$ cat src/rtl/five_by_five_window_pkg.sv
// Shared types and helpers for the 5x5 window block: window geometry,
// one-hot select decoding and flattened element indexing.
package five_by_five_window_pkg;

    localparam int unsigned PIX_W_DEF = 8;
    localparam int unsigned WIN_DIM   = 5;

    typedef struct packed {
        logic       valid;
        logic [2:0] idx;
    } onehot_t;

    // Index of the single set bit plus a flag that exactly one bit was set.
    function automatic onehot_t onehot_decode(input logic [WIN_DIM-1:0] sel);
        onehot_t     res;
        int unsigned n;
        res = '0;
        n   = 0;
        for (int unsigned i = 0; i < WIN_DIM; i++) begin
            if (sel[i]) begin
                n++;
                res.idx = 3'(i);
            end
        end
        res.valid = (n == 1);
        return res;
    endfunction

    function automatic int unsigned win_idx(input int unsigned r, input int unsigned c);
        return r * WIN_DIM + c;
    endfunction

endpackage

$ cat src/rtl/five_by_five_window_if.sv
// Line-array to window link: live pixel, five buffered rows, write select
// and the qualifying valid.
interface five_by_five_window_if #(
    parameter int unsigned PIX_W = 8
);
    logic [PIX_W-1:0] din;
    logic [PIX_W-1:0] row0;
    logic [PIX_W-1:0] row1;
    logic [PIX_W-1:0] row2;
    logic [PIX_W-1:0] row3;
    logic [PIX_W-1:0] row4;
    logic [4:0]       asel;
    logic             validin;

    modport master (output din, row0, row1, row2, row3, row4, asel, validin);
    modport slave  (input  din, row0, row1, row2, row3, row4, asel, validin);
endinterface

$ cat src/rtl/five_by_five_window_column_mux.sv
// Reorders the line-array outputs oldest to newest using the write-select
// index; the row currently being overwritten is dropped and din goes last.
module window_column_mux
    import five_by_five_window_pkg::*;
#(
    parameter int unsigned PIX_W = PIX_W_DEF
) (
    input  logic [PIX_W-1:0]                row0,
    input  logic [PIX_W-1:0]                row1,
    input  logic [PIX_W-1:0]                row2,
    input  logic [PIX_W-1:0]                row3,
    input  logic [PIX_W-1:0]                row4,
    input  logic [PIX_W-1:0]                din,
    input  logic [2:0]                      k,
    output logic [WIN_DIM-1:0][PIX_W-1:0]   col_vec
);

    logic [PIX_W-1:0] rows [WIN_DIM];
    logic [3:0]       s;

    assign rows[0] = row0;
    assign rows[1] = row1;
    assign rows[2] = row2;
    assign rows[3] = row3;
    assign rows[4] = row4;

    always_comb begin
        col_vec = '0;
        s       = '0;
        for (int unsigned r = 0; r < WIN_DIM - 1; r++) begin
            // (k + r + 1) mod 5 without a divider
            s = {1'b0, k} + 4'(r) + 4'd1;
            if (s >= 4'(WIN_DIM)) s = s - 4'(WIN_DIM);
            col_vec[r] = rows[s[2:0]];
        end
        col_vec[WIN_DIM-1] = din;
    end

endmodule

$ cat src/rtl/five_by_five_window.sv
// 5x5 sliding pixel window fed by the five-row line array.
// Optional FIVE_BY_FIVE_WINDOW_COORD_EN adds window-centre coordinates cx/cy.
module five_by_five_window
    import five_by_five_window_pkg::*;
#(
    parameter  int unsigned WIDTH = 420,
    parameter  int unsigned PIX_W = PIX_W_DEF,
    localparam int unsigned COL_W = $clog2(WIDTH)
) (
    input  logic                         clock,
    input  logic                         reset,
    five_by_five_window_if.slave         px,
    output logic [25*PIX_W-1:0]          window,
    output logic                         win_valid,
    output logic                         sel_err
`ifdef FIVE_BY_FIVE_WINDOW_COORD_EN
    ,
    output logic [COL_W-1:0]             cx,
    output logic [15:0]                  cy
`endif
);

    logic [WIN_DIM-1:0][WIN_DIM-1:0][PIX_W-1:0] win_q;
    logic [WIN_DIM-1:0][PIX_W-1:0]              col_vec;
    logic [COL_W-1:0]                           col;
    onehot_t                                    sel;
    logic                                       accept;
    logic                                       bad_sel;
    logic                                       col_wrap;

    assign sel      = onehot_decode(px.asel);
    assign accept   = px.validin &  sel.valid;
    assign bad_sel  = px.validin & ~sel.valid;
    assign col_wrap = (col == COL_W'(WIDTH - 1));

    // Packed [r][c] layout places element (r,c) at (r*5+c)*PIX_W.
    assign window = win_q;

    window_column_mux #(.PIX_W(PIX_W)) u_column_mux (
        .row0    (px.row0),
        .row1    (px.row1),
        .row2    (px.row2),
        .row3    (px.row3),
        .row4    (px.row4),
        .din     (px.din),
        .k       (sel.idx),
        .col_vec (col_vec)
    );

    always_ff @(posedge clock or negedge reset) begin
        if (!reset) begin
            win_q     <= '0;
            col       <= '0;
            win_valid <= 1'b0;
            sel_err   <= 1'b0;
        end else begin
            if (bad_sel) sel_err <= 1'b1;
            if (accept) begin
                for (int unsigned r = 0; r < WIN_DIM; r++) begin
                    win_q[r] <= {col_vec[r], win_q[r][WIN_DIM-1:1]};
                end
                // Columns 0..3 never complete a window, so rows never blend
                win_valid <= (col >= COL_W'(WIN_DIM - 1));
                col       <= col_wrap ? '0 : col + 1'b1;
            end
        end
    end

`ifdef FIVE_BY_FIVE_WINDOW_COORD_EN
    logic [15:0] row_cnt;

    always_ff @(posedge clock or negedge reset) begin
        if (!reset) begin
            row_cnt <= '0;
            cx      <= '0;
            cy      <= '0;
        end else if (accept) begin
            cx <= col - COL_W'(2);
            cy <= row_cnt;
            if (col_wrap && row_cnt != '1) row_cnt <= row_cnt + 16'd1;
        end
    end
`endif

endmodule
$ cat src/flat_wrapper.sv
// flat-port wrapper written by rule: the top's interface ports become plain ports
module five_by_five_window_flat import five_by_five_window_pkg::*;
#(
    parameter  int unsigned WIDTH = 420,
    parameter  int unsigned PIX_W = PIX_W_DEF,
    localparam int unsigned COL_W = $clog2(WIDTH)
)
  (clock, reset, window, win_valid, sel_err, px_din, px_row0, px_row1, px_row2, px_row3, px_row4, px_asel, px_validin);
  five_by_five_window_if #(.PIX_W(PIX_W)) px_i ();
  input  logic clock;
  input  logic reset;
  output logic [25*PIX_W-1:0] window;
  output logic win_valid;
  output logic sel_err;
  input wire logic [$bits(px_i.din)-1:0] px_din;
  input wire logic [$bits(px_i.row0)-1:0] px_row0;
  input wire logic [$bits(px_i.row1)-1:0] px_row1;
  input wire logic [$bits(px_i.row2)-1:0] px_row2;
  input wire logic [$bits(px_i.row3)-1:0] px_row3;
  input wire logic [$bits(px_i.row4)-1:0] px_row4;
  input wire logic [$bits(px_i.asel)-1:0] px_asel;
  input wire logic [$bits(px_i.validin)-1:0] px_validin;
  assign px_i.din = px_din;
  assign px_i.row0 = px_row0;
  assign px_i.row1 = px_row1;
  assign px_i.row2 = px_row2;
  assign px_i.row3 = px_row3;
  assign px_i.row4 = px_row4;
  assign px_i.asel = px_asel;
  assign px_i.validin = px_validin;
  five_by_five_window #(.WIDTH(WIDTH), .PIX_W(PIX_W)) u_core (.clock(clock), .reset(reset), .px(px_i), .window(window), .win_valid(win_valid), .sel_err(sel_err));
endmodule
$ cat config.mk
export PLATFORM = sky130hd
export DESIGN_NAME = five_by_five_window_flat
export DESIGN_NICKNAME = d
export VERILOG_FILES = /design/src/rtl/five_by_five_window_pkg.sv /design/src/rtl/five_by_five_window_if.sv /design/src/rtl/five_by_five_window_column_mux.sv /design/src/rtl/five_by_five_window.sv /design/src/flat_wrapper.sv
export SDC_FILE = /design/constraint.sdc
export NUM_CORES = 1
export LEC_CHECK = 0
export ABC_CLOCK_PERIOD_IN_PS = 2009
export BUFFER_PORTS_ARGS = -buffer_cell sky130_fd_sc_hd__buf_2
export CORE_MARGIN = 2
export CORE_UTILIZATION = 54
export CTS_CLUSTER_SIZE = 14
export DETAILED_ROUTE_END_ITERATION = 7
export MAX_ROUTING_LAYER = met4
export PLACE_DENSITY = 0.84
export SLEW_MARGIN = 20
export SYNTH_ARGS = -nofsm -noshare
export SYNTH_HDL_FRONTEND = slang
export SYNTH_SLANG_ARGS = --single-unit
$ cat constraint.sdc
create_clock -name clock -period 2.01 [get_ports clock]
set_input_delay 0.402 -clock clock [delete_from_list [all_inputs] [get_ports clock]]
set_output_delay 0.402 -clock clock [all_outputs]
set_load 0.01 [all_outputs]
==> qor.csv <==
metric,value,unit
TritonCTS clock tree,done,
Post-synth ARST share,100,%
"leading cell type in the layout, fill and taps excluded",buf_2,
most frequent cells in the layout,"254 x buf_2, 211 x dfrtp_1, 91 x mux2_4",
"Primary FF master, synth",dfrtp_1,
Die X,143,um
Worst path slowest cell,or3_4,
Syn Inst Count,876,
Max transition margin,42.8,%
clk root buf,clkbuf_16,
total routed wirelength,32.2,mm
critical path peak fanout,8,
Worst path depth,15,
synthesized flop and latch total,211,
"Cell Area, Synth",10400,um2
clock slew at reported path FFs,60,ps
syn_nets,946,
core area,18800,um2
final core utilization,76.5,%
RSZ-0062 raised after global routing,yes,
height of the die,143,um
final setup fails,211,
total power,20.3,mW
DP Wirelength,22.5,mm
critical path arrival,3000,ps
met3 Usage GRT,4.29,%
Max Buffers Root-to-Sink,3,
proportion of netlist area held by the largest area contributor,50.6,%
GRT Residual Overflow,0,
leading area contributor after synthesis,dfrtp_1,
critical path class,in -> reg,
"EDFF count, synth",0,
Critical Path Max Stage Delay,340,ps
sequential area share after synthesis,50.6,%
first-pass GRT wire length,48.5,mm
busiest layer in global routing,met2,
fillcell total,1212,
skew final,13.3,ps
Routed wire per std cell,21.4,um
via count,8887,
initial antenna violation count,8,
CP Buf/Inv Count,5,
DR pass1 iterations,5,
Hold Path Depth,2,
CP endpoint kind,register,
P per Cell Area,1410,nW/um2
layout cells sized above 1,50.4,%
yosys warns,0,
mux share of post-synthesis cell area,23.0,%
outcome,finished with violations,
Avg Vias per Cell,5.89,
Startpoint Class,primary input,
Starting Density,55.4,%
Peak Freq,0.381,GHz
Synth Area in Adders,1.68,%
Area contributors post-synth,"dfrtp_1 51%, mux2_2 9.3%, mux2_1 9.0%, mux2i_1 3.1%, a21oi_1 2.3%",
CTS H-tree lvls,1,
Hold WC Path Type,in -> reg,
I/O Buffers,257,
FP Rows,50,
Remaining DRCs,0,
Leak,7.10,nW
max cap viols,0,
Die ar.,20400,um2
Worst VDD drop,0.000607,V
cells along the critical path,"buf_8, inv_6, ha_4, xor2_1, ha_1, nand2_2, o31ai_2, ha_1, or3_4, o32ai_4, buf_12, nand2_8, buf_12, buf_16, mux2_4",
Synth-to-Final Area Change,38.2,%
met2 usage,52.5,%
routability congestion estimate,0.918,
post-route setup slack,-613,ps
post-synthesis simple-gate area fraction,6.90,%
grt met1 use,38.3,%
# clock sinks,211,
NumNets Final,1293,
worst slew pin tran,858,ps
DR iter-0 viols,862,
crit path time final,2620,ps
fin crit share,130,%
Pins Over Slew Limit,0,
"CP delay by family, top",adder cells,
FF-to-FF path depth,5,
failing checks,negative setup slack,
count of cell types in the netlist,61,
Critical Path RT,2380,ps
Compound-Gate Fraction of Synth Area,11.5,%
XOR/XNOR share of the synthesized area,0.960,%
total track usage,31.2,%
vias in the first global route,8817,
largest family of logic cells by synthesized area,multiplexers,
cts bufs inserted,22,
Mean Syn Cell Area,11.9,um2
antenna-violating nets left,0,
IO Pins,258,
clock latency on the worst-skew pair,500,ps
largest net degree at the start of global routing,59,
Fin. Hold Viols,0,
==> power by group <==
group | internal (mW) | leakage (nW) | total, mW | switching (mW)
sequential | 6.31 | 2.53 | 8.08 | 1.77
combinational | 4.35 | 4.21 | 8.10 | 3.75
clock | 2.45 | 0.361 | 4.09 | 1.64
total | 13.1 | 7.10 | 20.3 | 7.15
==> routing by layer <==
metal  vias to the layer above  part of all wire, %
li1                       3920                    -
met1                      4355                   38
met2                       482                   51
met3                       130                  7.4
met4                         0                  4.2
met5                         -                    0
==> registers in the layout, summed over array words and instances, names as in the netlist <==
register	count
u_core.win_valid	1
u_core.sel_err	1
u_core.window	200
u_core.col	9
==> logic make-up (layout without fill, tap and decap cells) <==
family,after synthesis,after routing
DFF,211,211
muxes,209,209
AOI/OAI and AO/OA,178,178
and+or+nand+nor,136,136
buffers and inverters,120,483
adders and majority gates,14,14
xor gates and xnor gates,8,8
other,0,9
==> cells in the mapped netlist, types with 10 or more instances <==
library cell,count
nor3_1,10
a21oi_1,47
mux2_2,86
ha_1,14
dfrtp_1,211
nand3_1,33
a31oi_1,16
clkbuf_1,29
inv_1,59
o21ai_0,29
mux2i_1,32
mux2_1,83
buf_2,14
nand2_1,24
nor2_1,21
==> area by class of cell <==
cell class / count / area [um2] / area share (%)
antenna: 9 / 22.5 / 0.156
timing repair buffer: 384 / 2740 / 19.0
clock buffer: 36 / 684 / 4.75
clock inverter: 4 / 48.8 / 0.339
multi-input combinational: 545 / 5080 / 35.2
tap: 260 / 325 / 2.26
sequential: 211 / 5280 / 36.6
inverter: 59 / 234 / 1.62
==> worst register-to-register path: stages (launching register included) <==
cell and delay, ps:
dfrtp_1 400, or4_1 600, nor2_1 290, a31o_2 150, nand3_1 70, o2bb2ai_1 140
==> final timing paths <==
check | from | end | slack (ps)
worst max-delay path | px_asel[1] | u_core.window[128] | -610
worst min-delay path | px_din[2] | u_core.window[194] | 140
worst max register to register | u_core.col[3] | u_core.col[7] | 230
worst min register to register | u_core.col[4] | u_core.col[4] | 490
max in group asynchronous | reset | u_core.window[63] | 960
min in group asynchronous | reset | u_core.window[41] | 410
==> metrics by stage <==
stage | cells | instance area (um2) | TNS [ps] | setup WS [ps] | hold WS [ps]
6_report | 1508 | 14400 | -116400 | -613 | 137
5_1_grt | 1507 | 14400 | -134080 | -685 | 123
3_3_place_gp | 1438 | 13200 | -227520 | -1130 | 368
4_1_cts | 1496 | 14300 | -114860 | -595 | 129
2_1_floorplan | 876 | 11100 | -178470 | -940 | 106
3_5_place_dp | 1438 | 13200 | -241700 | -1210 | 373
==> repair_timing <==
action | in CTS | in global routing
buffers inserted | 11 | 1
hold buffers | 1 | 0
hold endpoints to repair | 40 | 0
resized for setup | 31 | 4
cloned | 7 | 2
setup endpoints to repair | 211 | 211
pin swaps | 5 | 0
(Power assumes the default switching activity.)
